File: src/rtl/memctrl_burst_writer_pkg.sv
// memctrl_burst_writer_pkg: shared widths, write-start encodings and FSM states for the burst writer.
package memctrl_burst_writer_pkg;
    localparam int BUS_ADDR_WIDTH = 32;
    localparam int WORD_WIDTH = 32;
    localparam int WORD_NUMBER_BIT = 3;
    localparam logic MEMCTRL_MEM_WRITE_START_ENABLE = 1'b1;
    localparam logic MEMCTRL_MEM_WRITE_START_DISABLE = 1'b0;
    typedef enum logic [1:0] {ST_IDLE, ST_FILL, ST_START, ST_STREAM} state_e;
endpackage

File: src/rtl/memctrl_word_buf.sv
// memctrl_word_buf: block buffer with one write port, one registered read port and synchronous active-low clear.
module memctrl_word_buf #(
    parameter int DEPTH = 4,
    parameter int WORD_W = 32,
    parameter int AW = 2
) (
    input  logic              clk_i,
    input  logic              clear_ni,
    input  logic              we_i,
    input  logic [AW-1:0]     waddr_i,
    input  logic [WORD_W-1:0] wdata_i,
    input  logic              re_i,
    input  logic [AW-1:0]     raddr_i,
    output logic [WORD_W-1:0] rdata_o
);
    logic [WORD_W-1:0] mem_q [DEPTH];
    logic [WORD_W-1:0] rdata_q;
    always_ff @(posedge clk_i) begin
        if (!clear_ni) begin
            for (int i = 0; i < DEPTH; i++) mem_q[i] <= '0;
            rdata_q <= '0;
        end else begin
            if (we_i) mem_q[waddr_i] <= wdata_i;
            if (re_i) rdata_q <= mem_q[raddr_i];
        end
    end
    assign rdata_o = rdata_q;
endmodule

File: src/rtl/memctrl_burst_writer.sv
// memctrl_burst_writer: buffers a whole write block, then streams it to mem one word per ready cycle.
module memctrl_burst_writer
    import memctrl_burst_writer_pkg::*;
#(
    parameter int ADDR_W = BUS_ADDR_WIDTH,
    parameter int WORD_W = WORD_WIDTH,
    parameter int MAX_WORDS = 4,
    parameter int CNT_W = WORD_NUMBER_BIT,
    parameter int TIMEOUT = 64
) (
    input  logic              clk_i,
    input  logic              reset_i,
    input  logic              req_valid_i,
    output logic              req_ready_o,
    input  logic [ADDR_W-1:0] req_addr_i,
    input  logic [CNT_W-1:0]  req_word_number_i,
    input  logic              wdata_valid_i,
    output logic              wdata_ready_o,
    input  logic [WORD_W-1:0] wdata_i,
    output logic [ADDR_W-1:0] memctrl_mem_addr_o,
    output logic [CNT_W-1:0]  memctrl_word_number_o,
    output logic              memctrl_mem_write_start_o,
    output logic [WORD_W-1:0] memctrl_mem_write_data_o,
    input  logic              mem_memctrl_write_ready_i,
    output logic              wr_done_o,
    output logic              wr_err_o
);
    localparam int TW = $clog2(TIMEOUT + 1);
    localparam int BW = MAX_WORDS > 1 ? $clog2(MAX_WORDS) : 1;
    state_e state_q, state_d;
    logic [ADDR_W-1:0] addr_q, addr_d;
    logic [CNT_W-1:0] cnt_q, cnt_d, wr_ptr_q, wr_ptr_d, rd_ptr_q, rd_ptr_d, rd_next;
    logic [TW-1:0] to_q, to_d;
    logic done_q, done_d, err_q, err_d;
    logic ready, busy, last, timed_out, bad_req, buf_we, buf_re;
    logic [WORD_W-1:0] buf_rdata;
    assign ready = mem_memctrl_write_ready_i;
    assign busy = state_q == ST_START || state_q == ST_STREAM;
    assign rd_next = rd_ptr_q + CNT_W'(1);
    assign last = rd_ptr_q == cnt_q - CNT_W'(1);
    assign timed_out = to_q == TW'(TIMEOUT - 1);
    assign bad_req = req_word_number_i == '0 || req_word_number_i > CNT_W'(MAX_WORDS);
    assign buf_we = state_q == ST_FILL && wdata_valid_i;
    // Prefetch the next word on every accept so write data is valid the cycle STREAM is entered.
    assign buf_re = ready && (state_q == ST_START || (state_q == ST_STREAM && !last));
    always_comb begin
        state_d = state_q;
        addr_d = addr_q;
        cnt_d = cnt_q;
        wr_ptr_d = wr_ptr_q;
        rd_ptr_d = rd_ptr_q;
        to_d = (ready || !busy) ? '0 : (to_q == '1 ? to_q : to_q + TW'(1));
        done_d = 1'b0;
        err_d = 1'b0;
        case (state_q)
            ST_IDLE: if (req_valid_i) begin
                addr_d = req_addr_i;
                cnt_d = req_word_number_i;
                wr_ptr_d = '0;
                err_d = bad_req;
                state_d = bad_req ? ST_IDLE : ST_FILL;
            end
            ST_FILL: if (wdata_valid_i) begin
                wr_ptr_d = wr_ptr_q + CNT_W'(1);
                state_d = wr_ptr_q == cnt_q - CNT_W'(1) ? ST_START : ST_FILL;
            end
            ST_START, ST_STREAM: if (ready) begin
                rd_ptr_d = state_q == ST_START ? '0 : rd_next;
                done_d = state_q == ST_STREAM && last;
                state_d = (state_q == ST_STREAM && last) ? ST_IDLE : ST_STREAM;
            end else if (timed_out) begin
                state_d = ST_IDLE;
                err_d = 1'b1;
            end
            default: state_d = ST_IDLE;
        endcase
    end
    always_ff @(posedge clk_i) begin
        if (!reset_i) begin
            state_q <= ST_IDLE;
            addr_q <= '0;
            cnt_q <= '0;
            wr_ptr_q <= '0;
            rd_ptr_q <= '0;
            to_q <= '0;
            done_q <= 1'b0;
            err_q <= 1'b0;
        end else begin
            state_q <= state_d;
            addr_q <= addr_d;
            cnt_q <= cnt_d;
            wr_ptr_q <= wr_ptr_d;
            rd_ptr_q <= rd_ptr_d;
            to_q <= to_d;
            done_q <= done_d;
            err_q <= err_d;
        end
    end
    memctrl_word_buf #(.DEPTH(MAX_WORDS), .WORD_W(WORD_W), .AW(BW)) u_buf (
        .clk_i(clk_i),
        .clear_ni(reset_i),
        .we_i(buf_we),
        .waddr_i(wr_ptr_q[BW-1:0]),
        .wdata_i(wdata_i),
        .re_i(buf_re),
        .raddr_i(state_q == ST_START ? '0 : rd_next[BW-1:0]),
        .rdata_o(buf_rdata)
    );
    assign req_ready_o = state_q == ST_IDLE;
    assign wdata_ready_o = state_q == ST_FILL;
    assign memctrl_mem_addr_o = state_q == ST_IDLE ? '0 : addr_q;
    assign memctrl_word_number_o = state_q == ST_IDLE ? '0 : cnt_q;
    assign memctrl_mem_write_start_o = state_q == ST_START ? MEMCTRL_MEM_WRITE_START_ENABLE : MEMCTRL_MEM_WRITE_START_DISABLE;
    assign memctrl_mem_write_data_o = state_q == ST_STREAM ? buf_rdata : '0;
    assign wr_done_o = done_q;
    assign wr_err_o = err_q;
endmodule

File: config.mk
export PLATFORM = sky130hd
export DESIGN_NAME = memctrl_burst_writer
export DESIGN_NICKNAME = d
export VERILOG_FILES = /design/src/rtl/memctrl_burst_writer_pkg.sv /design/src/rtl/memctrl_word_buf.sv /design/src/rtl/memctrl_burst_writer.sv
export SDC_FILE = /design/constraint.sdc
export NUM_CORES = 1
export LEC_CHECK = 0
export ABC_AREA = 1
export ABC_CLOCK_PERIOD_IN_PS = 5600
export CAP_MARGIN = 30
export CORE_AREA = 2 2 174 108
export CTS_BUF_LIST = sky130_fd_sc_hd__clkbuf_8 sky130_fd_sc_hd__clkbuf_16
export CTS_CLUSTER_SIZE = 10
export DETAILED_ROUTE_END_ITERATION = 10
export DIE_AREA = 0 0 176 110
export PLACE_DENSITY = 0.87
export SETUP_SLACK_MARGIN = 0.2
export SYNTH_ARGS = -nofsm -noshare
export SYNTH_HDL_FRONTEND = slang
export SYNTH_HIERARCHICAL = 1
export SYNTH_SLANG_ARGS = --single-unit
File: constraint.sdc
create_clock -name clk_i -period 5.6 [get_ports clk_i]
set_input_delay 1.68 -clock clk_i [delete_from_list [all_inputs] [get_ports clk_i]]
set_output_delay 1.68 -clock clk_i [all_outputs]
set_load 0.01 [all_outputs]
==> results.yml <==
timing:
  fin_tns_setup_ps: 0
  setup_viol_count_final: 0
  hold_violations: 0
  period_minus_slack_ps: 4060
  finalCritPeriodShare_pct: 72.4
  fin_worst_skew_ps: 15.6
  slew_viol_final: 0
  tightest_slew_ps: 945
  slew_headroom_pct: 37.0
  rsz0062_at_grt: "no"
  clock.fmax_mhz: 247
synth:
  ys_top_cells_by_area: "edfxtp_1 41%, dfxtp_1 18%, nand2_1 8.1%"
  synth_top_area_share_pct: 40.9
  synth_area_leader_cell: "edfxtp_1"
  ys_warn_count: 6
  netlist_area_mm2: 0.00940
  ys_ff_latch: 212
  synthDistinctLibCells: 33
  synthesis.nets: 1148
  seq_area_frac_synth_pct: 58.8
  syn_avg_cell_area_um2: 8.77
  syn_inst: 1072
critical_path:
  crit_chain: "nand2_1, buf_16, nor2_1, clkdlybuf4s50_1"
  cp_max_fo: 19
  worst-path-buf-inv: 2
  worstReg2RegEnd: "u_buf/mem_q[0][3]"
  worstSetupStartpointType: "flop"
  crit_required_ps: 3920
  cpMaxStageDelayCell: "clkdlybuf4s50_1"
  rr_worst_depth: 9
  worstSetupPathType: "reg -> out"
  crit_family: "buffers and inverters"
  r2r-start: "state_q[0]"
  slowest_delay_ps: 560
  r2r_slack_ps: 2870
  worstSetupEndpointType: "output port"
  cp.arrival_ps: 2380
die:
  die_area_mm2: 0.0194
  die_y_um: 110
  initial_utilization_pct: 53.0
  core_mm2: 0.0177
  rows: 38
  io_pins: 144
  die_w_um: 176
clock_tree:
  cts_buffer_depth: 3
  cts_root_buf: "clkbuf_16"
  numCtsBuffers: 25
  cts.repair.resized: 0
  postCtsSetupRepairBufs: 0
  clk_latency_ps: 500
  clock-sinks: 212
  ctsHoldBuffers: 0
  htreeDepth: 1
  cts_tree: "yes"
  cts.reportedPaths.clkPinSlew_ps: 50
global_route:
  track_usage_pct: 22.8
  grt_pass1_vias: 7239
  grt_pass1_wl_um: 35300
  antenna_found_initial: 0
  grt_max_degree: 77
  overflow: 0
layout:
  final_nets: 1268
  multiInputGateArea_mm2: 0.00302
  final_cell_mix: "204 x nand2_1, 174 x nor2_1, 143 x inv_1, 142 x clkdlybuf4s50_1, 128 x edfxtp_1"
  area.sequential_mm2: 0.00553
  design_area_mm2: 0.0116
  drive_gt1_share_pct: 5.70
  fillCellCount: 1354
  area_growth_pct: 23.7
  antenna_cells: 0
  layout_commonest_cell: "nand2_1"
min_path:
  hp-class: "reg -> reg"
  min_from: "addr_q[12]"
  hold_end: "addr_q[12]"
  hold_depth: 2
place:
  placed_cell_area_mm2: 0.0109
  portBuffers: 143
  hpwl_um: 13800
  routabilityCongestion: 0.824
power:
  p_seq_share_pct: 51.2
  intPower_mw: 2.63
  clkPwrFrac_pct: 40.6
  swShare_pct: 22.5
  p_switching_mw: 0.766
  power_frac_comb_pct: 8.1
  p_per_area_mw_per_mm2: 292
  ir_worst_vdd_uv: 215
  power.leakage_nw: 4.58
drt:
  wl_um: 21800
  drc: 0
  routed_via_density: 5.23
  antenna_left: 0
  first_pass_iters: 6
  wl_per_cell_um: 15.1
  first_iter_violations: 630
  num_vias: 7577
run:
  drv_cap: 0
outcome:
  outcome: "finished clean"
==> worst min-delay path: cells and delay by family, from the launching register on <==
kind / cells / cell delay (ps)
AO/OA/AOI/OAI: 1 / 50
flip-flops: 1 / 290
buffers and inverters: 1 / 60
==> metrics by stage <==
| stage | std cells | setup WS (ps) | hold WS (ps) | power [mW] | util, % |
|---|---|---|---|---|---|
| finish | 1450 | 1540 | 452 | 3.40 | 65.6 |
| global route | 1450 | 1390 | 470 | 3.52 | 65.6 |
| floorplan | 1072 | 745 | 430 | 1.93 | - |
| detailed placement | 1405 | 1340 | 446 | 2.05 | 61.6 |
| global placement | 1401 | 1470 | 441 | 2.03 | 61.1 |
| CTS | 1450 | 1510 | 454 | 3.43 | 65.6 |
==> routing by layer <==
layer  up-vias  track usage (%)  share of wire, %
li1       3724                -                 -
met1      3472             31.0                44
met2       332             37.0                45
met3        49             4.70               8.6
met4         0             7.44               2.6
met5         -                0                 0
==> cell usage after synthesis (all sizes together) <==
library cell	count
nand2	208
nor2	182
edfxtp	128
inv	128
dfxtp	84
a21oi	77
o21ai	76
nand3	72
buf	44
nor3	35
clkbuf	21
a211oi	4
ha	4
nand4	2
or2	2
a221oi	1
a31o	1
a31oi	1
xnor2	1
xor2	1
==> power groups by stage <==
stage / clock network (mW) / logic [mW] / registers (mW)
floorplan: 0 / 0.156 / 1.77
global placement: 0 / 0.263 / 1.77
detailed placement: 0 / 0.274 / 1.77
CTS: 1.41 / 0.277 / 1.74
global route: 1.47 / 0.306 / 1.75
finish: 1.38 / 0.277 / 1.74
==> sequential cells by signal, indices dropped and copies added (netlist names) <==
name	count
to_q	7
cnt_q	3
state_q	2
wr_err_o	1
wr_ptr_q	3
u_buf/mem_q	128
wr_done_o	1
addr_q	32
rd_ptr_q	3
u_buf/rdata_o	32
==> layout make-up <==
type	instances	area share [%]
sequential	212	47.5
multi-input combinational	667	26.0
timing repair buffer	158	13.7
clock buffer	25	5.38
inverter	128	4.13
tap	240	2.58
clock inverter	20	0.688
==> worst max path at each step <==
| stage | startpoint | to | cells after the start |
|---|---|---|---|
| final | state_q[1] | memctrl_mem_write_data_o[3] | 4 |
| after global routing | state_q[1] | memctrl_mem_write_data_o[3] | 4 |
| after CTS | state_q[1] | memctrl_mem_write_data_o[3] | 4 |
| after detailed placement | wdata_valid_i | u_buf/mem_q[0][28] | 8 |
| after global placement | wdata_valid_i | u_buf/mem_q[0][29] | 8 |
| after floorplan | wdata_valid_i | u_buf/mem_q[2][0] | 5 |
==> kinds of logic after synthesis <==
family | Yosys count | synth area share [%]
adders and majority gates | 4 | 0.532
xor gates and xnor gates | 2 | 0.186
DFF | 212 | 58.8
buffers and inverters | 193 | 9.30
AOI/OAI and AO/OA | 160 | 8.97
and+or+nand+nor | 501 | 22.3
No activity file was read; power rests on OpenSTA's default activity.
